`src/rtl/uart_tx_if.sv`:
```
// Parallel-side handshake and serial line of the UART transmitter.
// The requester (system controller or TX FIFO) holds the master modport; uart_tx holds the slave.
interface uart_tx_if;
  logic [7:0] P_DATA;
  logic       DATA_VALID;
  logic       PAR_EN;
  logic       PAR_TYP;
  logic [5:0] Prescale;
  logic       TX_OUT;
  logic       busy;

  modport master (
    output P_DATA,
    output DATA_VALID,
    output PAR_EN,
    output PAR_TYP,
    output Prescale,
    input  TX_OUT,
    input  busy
  );

  modport slave (
    input  P_DATA,
    input  DATA_VALID,
    input  PAR_EN,
    input  PAR_TYP,
    input  Prescale,
    output TX_OUT,
    output busy
  );
endinterface

```
`src/rtl/uart_tx.sv`:
```
// UART transmitter: start bit, 8 data bits LSB first, optional even/odd parity, 1 stop bit.
// Each bit lasts Prescale clk cycles (0 behaves as 1); TX_OUT and busy are registered.
//
// state  | meaning
// IDLE   | line high, busy low, waiting for DATA_VALID
// START  | start bit (line low)
// DATA   | data bit bit_cnt of the latched word
// PARITY | parity of the latched word, inverted for odd parity
// STOP   | stop bit (line high)
module uart_tx (
  input  logic     CLK,
  input  logic     RST,
  uart_tx_if.slave tx
);

  typedef enum logic [2:0] {
    IDLE   = 3'd0,
    START  = 3'd1,
    DATA   = 3'd2,
    PARITY = 3'd3,
    STOP   = 3'd4
  } state_t;

  state_t     state_q, state_d;
  logic [2:0] bit_cnt_q, bit_cnt_d;
  logic [5:0] edge_cnt_q, edge_cnt_d;
  logic [7:0] data_q, data_d;
  logic       par_en_q, par_en_d;
  logic       par_typ_q, par_typ_d;
  logic [5:0] prescale_q, prescale_d;
  logic       tx_q, tx_d;
  logic       busy_q, busy_d;

  logic [5:0] last_edge;
  logic       bit_end;
  logic       parity_bit;

  // A latched prescale of 0 ends every bit on its first cycle, same as 1.
  assign last_edge  = (prescale_q == 6'd0) ? 6'd0 : (prescale_q - 6'd1);
  assign bit_end    = (edge_cnt_q == last_edge);
  assign parity_bit = (^data_q) ^ par_typ_q;

  always_ff @(posedge CLK or posedge RST) begin
    if (RST) begin
      state_q    <= IDLE;
      bit_cnt_q  <= 3'd0;
      edge_cnt_q <= 6'd0;
      data_q     <= 8'd0;
      par_en_q   <= 1'b0;
      par_typ_q  <= 1'b0;
      prescale_q <= 6'd0;
      tx_q       <= 1'b1;
      busy_q     <= 1'b0;
    end else begin
      state_q    <= state_d;
      bit_cnt_q  <= bit_cnt_d;
      edge_cnt_q <= edge_cnt_d;
      data_q     <= data_d;
      par_en_q   <= par_en_d;
      par_typ_q  <= par_typ_d;
      prescale_q <= prescale_d;
      tx_q       <= tx_d;
      busy_q     <= busy_d;
    end
  end

  always_comb begin
    state_d    = state_q;
    bit_cnt_d  = bit_cnt_q;
    edge_cnt_d = edge_cnt_q;
    data_d     = data_q;
    par_en_d   = par_en_q;
    par_typ_d  = par_typ_q;
    prescale_d = prescale_q;

    if (state_q != IDLE) begin
      edge_cnt_d = bit_end ? 6'd0 : (edge_cnt_q + 6'd1);
    end

    case (state_q)
      IDLE: begin
        edge_cnt_d = 6'd0;
        bit_cnt_d  = 3'd0;
        if (tx.DATA_VALID) begin
          data_d     = tx.P_DATA;
          par_en_d   = tx.PAR_EN;
          par_typ_d  = tx.PAR_TYP;
          prescale_d = tx.Prescale;
          state_d    = START;
        end
      end
      START: begin
        if (bit_end) state_d = DATA;
      end
      DATA: begin
        if (bit_end) begin
          bit_cnt_d = bit_cnt_q + 3'd1;
          if (bit_cnt_q == 3'd7) state_d = par_en_q ? PARITY : STOP;
        end
      end
      PARITY: begin
        if (bit_end) state_d = STOP;
      end
      STOP: begin
        if (bit_end) state_d = IDLE;
      end
      default: state_d = IDLE;
    endcase
  end

  // Outputs are decoded from the next state so the start bit and busy appear on the accepting edge.
  always_comb begin
    tx_d   = 1'b1;
    busy_d = (state_d != IDLE);
    case (state_d)
      IDLE:    tx_d = 1'b1;
      START:   tx_d = 1'b0;
      DATA:    tx_d = data_d[bit_cnt_d];
      PARITY:  tx_d = parity_bit;
      STOP:    tx_d = 1'b1;
      default: tx_d = 1'b1;
    endcase
  end

  assign tx.TX_OUT = tx_q;
  assign tx.busy   = busy_q;

endmodule

```
`src/flat_wrapper.sv`:
```
// flat-port wrapper written by rule: the top's interface ports become plain ports
module uart_tx_flat 
  (CLK, RST, tx_P_DATA, tx_DATA_VALID, tx_PAR_EN, tx_PAR_TYP, tx_Prescale, tx_TX_OUT, tx_busy);
  uart_tx_if tx_i ();
  input  logic CLK;
  input  logic RST;
  input wire logic [$bits(tx_i.P_DATA)-1:0] tx_P_DATA;
  input wire logic [$bits(tx_i.DATA_VALID)-1:0] tx_DATA_VALID;
  input wire logic [$bits(tx_i.PAR_EN)-1:0] tx_PAR_EN;
  input wire logic [$bits(tx_i.PAR_TYP)-1:0] tx_PAR_TYP;
  input wire logic [$bits(tx_i.Prescale)-1:0] tx_Prescale;
  output wire logic [$bits(tx_i.TX_OUT)-1:0] tx_TX_OUT;
  output wire logic [$bits(tx_i.busy)-1:0] tx_busy;
  assign tx_i.P_DATA = tx_P_DATA;
  assign tx_i.DATA_VALID = tx_DATA_VALID;
  assign tx_i.PAR_EN = tx_PAR_EN;
  assign tx_i.PAR_TYP = tx_PAR_TYP;
  assign tx_i.Prescale = tx_Prescale;
  assign tx_TX_OUT = tx_i.TX_OUT;
  assign tx_busy = tx_i.busy;
  uart_tx u_core (.CLK(CLK), .RST(RST), .tx(tx_i));
endmodule
```
`config.mk`:
```
export PLATFORM = sky130hd
export DESIGN_NAME = uart_tx_flat
export DESIGN_NICKNAME = d
export VERILOG_FILES = /design/src/rtl/uart_tx_if.sv /design/src/rtl/uart_tx.sv /design/src/flat_wrapper.sv
export SDC_FILE = /design/constraint.sdc
export NUM_CORES = 1
export LEC_CHECK = 0
export ABC_AREA = 1
export ABC_CLOCK_PERIOD_IN_PS = 5900
export BUFFER_PORTS_ARGS = -buffer_cell sky130_fd_sc_hd__buf_4
export CORE_MARGIN = 5
export CORE_UTILIZATION = 45
export DETAILED_ROUTE_END_ITERATION = 16
export GPL_TIMING_DRIVEN = 0
export PLACE_DENSITY_LB_ADDON = 0.1
export SYNTH_ARGS = -nofsm -noshare
export SYNTH_HDL_FRONTEND = slang
export SYNTH_SLANG_ARGS = --single-unit
```
`constraint.sdc`:
```
create_clock -name CLK -period 5.9 [get_ports CLK]
set_clock_uncertainty 0.2 [all_clocks]
set_input_delay 0.59 -clock CLK [delete_from_list [all_inputs] [get_ports CLK]]
set_output_delay 0.59 -clock CLK [all_outputs]
set_load 0.02 [all_outputs]
```
==> flow_summary.json, run 1 <==
{
  "multiInputGateArea_mm2": 0.00101,
  "initial_core_util_pct": 47.2,
  "cpMostUsedCell": "nand2_1",
  "avgSynthCellArea_um2": 7.46,
  "dr.max_layer_used": "met4",
  "hpwlAfterDp_um": 2910,
  "gp_congestion": 0.769,
  "outcome": "completed",
  "worstSetupPathType": "flip-flop to flip-flop",
  "antenna_found_initial": 0,
  "synth.largest_area_cell": "dfrtp_1",
  "drv_slew": 0,
  "slowest_stage": "dfrtp_1",
  "path_clk_slew_ns": 0.06,
  "netlist.area_leader.share_pct": 37.9,
  "p_leak_nw": 1.21,
  "core_region_area_mm2": 0.00406,
  "synthArstFlopShare_pct": 100,
  "clk_latency_ns": 0.28,
  "drt_iter0_drc": 40,
  "htreeDepth": 2,
  "netlist_instances": 257,
  "synth_top_family_by_area": "simple AND/OR/NAND/NOR gates",
  "hold_class": "input port to flip-flop",
  "crit_family": "simple AND/OR/NAND/NOR gates",
  "r2r_slack_ns": 3.35,
  "wl_met2_um": 1570,
  "drt_first_pass_iters": 5,
  "numCtsBuffers": 5,
  "period_share_pct": 43.3,
  "worst_setup_path_start_kind": "flip-flop",
  "hold_ws_ns": 0.301,
  "nNetsFinal": 307,
  "grtUsageTotal_pct": 15.1,
  "setup.worst_path.start": "u_core.prescale_q[0]$_DFFE_PP0P_",
  "arrival_ns": 2.57,
  "rsz0062_at_grt": "no",
  "cp.required_ns": 5.91,
  "cp_num_cells": 17,
  "final_antenna_net_count": 0,
  "synthMuxAreaShare_pct": 0,
  "synth-edff-count": 0,
  "path_cells": "inv_1, ha_1, nand3_4, nand2_1, nand2_1, nand2_1, nand2_1, nor2_4, nand3_2, nand2_1, nand3_1, nand2_1, nand2_1, nand2_1, nand2_1, nand3_2, nand3_2",
  "die_area_mm2": 0.00566,
  "cts_root_buf": "clkbuf_8",
  "peakVddDrop_mv": 0.142,
  "drcViolationCount": 0,
  "synthAdderAreaFrac_pct": 2.61,
  "synthTopCellsByArea": "dfrtp_1 (38%), nand2_1 (15%), inv_1 (7.0%)",
  "r2r_cells": 17,
  "yosysWarnings": 0,
  "die_h_um": 75.3,
  "num_rows": 23,
  "cp-end-kind": "flip-flop",
  "drv_cap": 0,
  "ctsLongestPathBuffers": 2,
  "relSlewSlack_pct": 25.0,
  "endpoint": "u_core.tx.TX_OUT$_DFF_PP1_",
  "clkSinkCount": 30,
  "layout_common_cells": "nand2_1 (76), inv_1 (36), dfrtp_1 (29)",
  "cts_tree": "yes",
  "wl_um": 3670,
  "mostFrequentLayoutCell": "nand2_1",
  "worst_path_largest_cell_delay_ns": 0.36,
  "synth_cell_type_count": 31,
  "post_cts_buffers": 0,
  "synth_compound_area_share_pct": 6.33,
  "synth_area_mm2": 0.00192,
  "grt_max_degree": 31,
  "drive_above_1_share_pct": 19.3,
  "critPathMaxFanout": 9,
  "period_minus_slack_ns": 2.55,
  "seq_area_frac_synth_pct": 39.2,
  "dr_wl_met3_um": 190,
  "dieWidth_um": 75.3,
  "ys.flop_type": "dfrtp_1",
  "num_vias": 1612,
  "area_growth_pct": 15.9,
  "seq_area_um2": 752,
  "cts_hold_buf": 0,
  "ys_ff_latch": 30,
  "grt_pass1_wl_um": 6400,
  "met1Wirelength_um": 1850,
  "post_cts_resized": 0,
  "port_buffers": 20,
  "insertedDiodeCount": 0,
  "fillCellCount": 396,
  "setup_viol": 0,
  "r2r_start": "u_core.prescale_q[0]$_DFFE_PP0P_",
  "tns_ns": 0,
  "synth-simple-area-share_pct": 38.3,
  "overflow": 0,
  "wl_per_cell_um": 10.9,
  "worstMarginPinSlew_ns": 1.12,
  "final_hold_viol_count": 0,
  "grt_pass1_vias": 1454,
  "synth_xor_area_share_pct": 5.48,
  "synth_nets": 280,
  "vias_per_cell": 4.81,
  "clock.fmax_mhz": 392,
  "reg2reg_to": "u_core.tx.TX_OUT$_DFF_PP1_",
  "power.density_mw_per_mm2": 174,
  "cp_num_buf_inv": 1,
  "pin_count": 21
}
==> worst min-delay path: stages <==
cell	delay, ns
buf_4	0.07
nand2_1	0.04
nand2_1	0.04
==> sequential cells by signal (all words and copies together) (netlist names) <==
signal             count
u_core.state_q         3
u_core.tx.TX_OUT       1
u_core.par_typ_q       1
u_core.prescale_q      6
u_core.par_en_q        1
u_core.edge_cnt_q      6
u_core.data_q          8
u_core.tx.busy         1
u_core.bit_cnt_q       3
==> worst min-delay path by stage <==
stage                                               to                        start  cells past startpoint
after floorplan            u_core.par_en_q$_DFFE_PP0P_  u_core.par_en_q$_DFFE_PP0P_                      2
after global placement     u_core.par_en_q$_DFFE_PP0P_  u_core.par_en_q$_DFFE_PP0P_                      2
after detailed placement   u_core.par_en_q$_DFFE_PP0P_  u_core.par_en_q$_DFFE_PP0P_                      2
after CTS                 u_core.par_typ_q$_DFFE_PP0P_                   tx_PAR_TYP                      3
after global routing      u_core.par_typ_q$_DFFE_PP0P_                   tx_PAR_TYP                      3
final                     u_core.par_typ_q$_DFFE_PP0P_                   tx_PAR_TYP                      3
==> cell families after synthesis <==
family | count (synthesis)
compound gates | 21
xor+xnor | 12
fa+ha+maj | 4
buf+inv | 41
flops | 30
simple gates | 149
==> report_power, final <==
part	switching [mW]	internal, mW	total [mW]
Sequential	0	0.206	0.206
Combinational	0.00524	0.00738	0.0126
Clock	0.0746	0.0939	0.168
==> area by class of cell <==
cell class	count	share of cell area [%]
tap	50	2.82
timing repair buffer	20	6.76
buffer	3	0.563
sequential	30	33.9
inverter	38	6.42
multi-input combinational	186	45.5
clock inverter	1	0.225
clock buffer	7	3.89
==> per-layer routing <==
layer / track usage (%) / vias to the layer above
li1: - / 862
met1: 21.4 / 720
met2: 21.9 / 24
met3: 4.01 / 6
met4: 5.83 / 0
met5: 0 / -
==> Yosys cell counts, drive strengths merged (2+ instances only) <==
master and n:
nand2 84, inv 38, nand3 30, dfrtp 29
nor2 24, o21ai 10, a21oi 7, xnor2 7
xor2 5, ha 4, nand4 4, or2 4
clkbuf 2, o22ai 2
==> through the flow <==
step           area (um^2)  utilization, %  power [mW]  instances  worst slack, ns
2_1_floorplan         1920               -       0.213        257             3.66
3_3_place_gp          2130            52.5       0.223        327             3.40
3_5_place_dp          2130            52.5       0.223        327             3.37
4_1_cts               2220            54.7       0.392        335             3.35
5_1_grt               2220            54.7       0.404        335             3.05
6_report              2220            54.7       0.387        335             3.35
(Power assumes the default switching activity.)
==> run 2, diff against run 1 <==
- ABC_CLOCK_PERIOD_IN_PS: 5900 -> 2500
- clock period: 5.9 -> 2.5 ns (I/O delays scaled with it)
==> run 2 against run 1 <==
  * Count of clock-buffer cells in the layout unchanged
  * Clock power increased by 140%
  * Combinational power increased to 3.3 times the previous value
  * Largest cell class unchanged
  * Worst hold slack got worse by 0.29 ns
  * Register-to-register slack got worse by 3.1 ns
  * Die area unchanged
  * Via count increased by 4.8%
  * Power increased by 140%
==> flow_summary.json, run 2 (synthesis gave the netlist of run 1 again) <==
{
  "r2r_cells": 14,
  "relSlewSlack_pct": 24.5,
  "critPathMaxFanout": 7,
  "final_antenna_net_count": 0,
  "reg2reg_to": "u_core.tx.TX_OUT$_DFF_PP1_",
  "drive_above_1_share_pct": 23.1,
  "cp-end-kind": "flip-flop",
  "setup_ws_ns": 0.199,
  "layout_common_cells": "nand2_1 (73), inv_1 (34), dfrtp_1 (29)",
  "numCtsBuffers": 5,
  "hp-start": "tx_P_DATA[3]",
  "clkSinkCount": 30,
  "num_rows": 23,
  "dpl_cell_area_mm2": 0.00213,
  "post-place-ws_ns": -0.0265,
  "grtUsageTotal_pct": 15.7,
  "grt_max_degree": 31,
  "final_hold_viol_count": 0,
  "p_leak_nw": 1.26,
  "final_cells": 349,
  "dieWidth_um": 75.3,
  "r2r_slack_ns": 0.20,
  "worstSetupPathType": "flip-flop to flip-flop",
  "die_h_um": 75.3,
  "gp_congestion": 0.769,
  "grt_pass1_wl_um": 6690,
  "worstMarginPinSlew_ns": 1.13,
  "hold_class": "input port to flip-flop",
  "setup_viol": 0,
  "r2r_start": "u_core.prescale_q[2]$_DFFE_PP0P_",
  "area_growth_pct": 25.5,
  "hpwlAfterDp_um": 2910,
  "drcViolationCount": 0,
  "mostFrequentLayoutCell": "nand2_1",
  "top_regs": "u_core.data_q (8), u_core.edge_cnt_q (6), u_core.prescale_q (6)",
  "drt_first_pass_iters": 4,
  "finalPower_uw": 922,
  "seq_area_um2": 752,
  "wl_per_cell_um": 11.5,
  "port_buffers": 20,
  "clk_latency_ns": 0.28,
  "pin_count": 21,
  "drv_cap": 0,
  "drt_iter0_drc": 58,
  "period_share_pct": 92.0,
  "die_area_mm2": 0.00566,
  "top_register": "u_core.data_q",
  "largest_reg_flops": 8,
  "fillCellCount": 377,
  "insertedDiodeCount": 0,
  "ctsLongestPathBuffers": 2,
  "vias_per_cell": 4.84,
  "dp.cells": 327,
  "arrival_ns": 2.31,
  "endpoint": "u_core.tx.TX_OUT$_DFF_PP1_",
  "setup.worst_path.start": "u_core.prescale_q[2]$_DFFE_PP0P_",
  "htreeDepth": 2,
  "drv_slew": 0,
  "antenna_found_initial": 0,
  "grt_pass1_vias": 1514,
  "outcome": "completed",
  "peakVddDrop_mv": 0.340,
  "num_vias": 1689,
  "core_region_area_mm2": 0.00406,
  "power.density_mw_per_mm2": 383,
  "wl_um": 4010,
  "nNetsFinal": 321,
  "cts_tree": "yes",
  "period_minus_slack_ns": 2.30,
  "path_clk_slew_ns": 0.06,
  "cp.required_ns": 2.51,
  "initial_core_util_pct": 47.2,
  "clock.fmax_mhz": 435,
  "overflow": 0,
  "cts_root_buf": "clkbuf_8",
  "tns_ns": 0,
  "design_area_mm2": 0.00240,
  "multiInputGateArea_mm2": 0.00107,
  "worst_setup_path_start_kind": "flip-flop"
}
## run 2: metrics by stage
step	hold slack, ns	utilization [%]
3_3_place_gp	0.247	52.5
2_1_floorplan	0.140	-
6_report	0.00661	59.3
4_1_cts	0.000898	57.0
5_1_grt	0.0186	59.3
3_5_place_dp	0.249	52.5
## run 2: worst min path at each step
stage | endpoint | slack [ns] | depth (start not counted)
finish | u_core.data_q[3]$_DFF_PP0_ | 0.007 | 3
global route | u_core.data_q[3]$_DFF_PP0_ | 0.02 | 3
CTS | u_core.data_q[3]$_DFF_PP0_ | 0.0009 | 3
detailed placement | u_core.par_typ_q$_DFFE_PP0P_ | 0.25 | 3
global placement | u_core.par_typ_q$_DFFE_PP0P_ | 0.25 | 3
floorplan | u_core.bit_cnt_q[0]$_DFF_PP0_ | 0.14 | 1
## run 2: worst max-delay path, cell delays in order, from the launching register on
cell	delay [ns]
dfrtp_1	0.46
nor2_4	0.23
nand3_2	0.12
nand2_1	0.08
nand2_1	0.05
nand2_1	0.07
nand2_2	0.08
nor2_4	0.23
nand2_4	0.11
nor2_1	0.18
nor3_1	0.08
a21oi_1	0.15
nand2_2	0.07
nand3_2	0.07
nand3_2	0.05
## run 2: layout make-up
cell class | count | share of cell area (%)
Sequential cell | 30 | 31.3
Clock buffer | 7 | 3.59
Multi-Input combinational cell | 187 | 44.5
Clock inverter | 1 | 0.208
Inverter | 38 | 6.04
Buffer | 3 | 0.520
Timing Repair Buffer | 33 | 11.2
Tap cell | 50 | 2.60
## run 2: power by group
| group | leakage (nW) | total, mW | internal (mW) | switching, mW |
|---|---|---|---|---|
| logic | 0.841 | 0.0419 | 0.0266 | 0.0153 |
| registers | 0.369 | 0.486 | 0.486 | 0 |
| clock network | 0.0482 | 0.395 | 0.222 | 0.173 |
| total | 1.26 | 0.922 | 0.734 | 0.188 |
## run 2: timing repair
item                                    4_1_cts  5_1_grt
resized for setup                             1       12
hold buffers                                  9        0
buffers inserted                              0        4
pin swaps                                     0        7
endpoints found under the setup margin        1        4
cloned                                        0        1
hold endpoints to repair                      9        0
## run 2: metal layers
layer | GRT usage [%] | vias to the layer above | wire length (um) | part of all wire [%]
met5 | 0 | - | 0 | 0
met4 | 5.83 | 0 | 55 | 1.4
met3 | 4.14 | 6 | 168 | 4.2
met2 | 23.2 | 23 | 1860 | 46
met1 | 22.1 | 768 | 1930 | 48
li1 | - | 892 | - | -
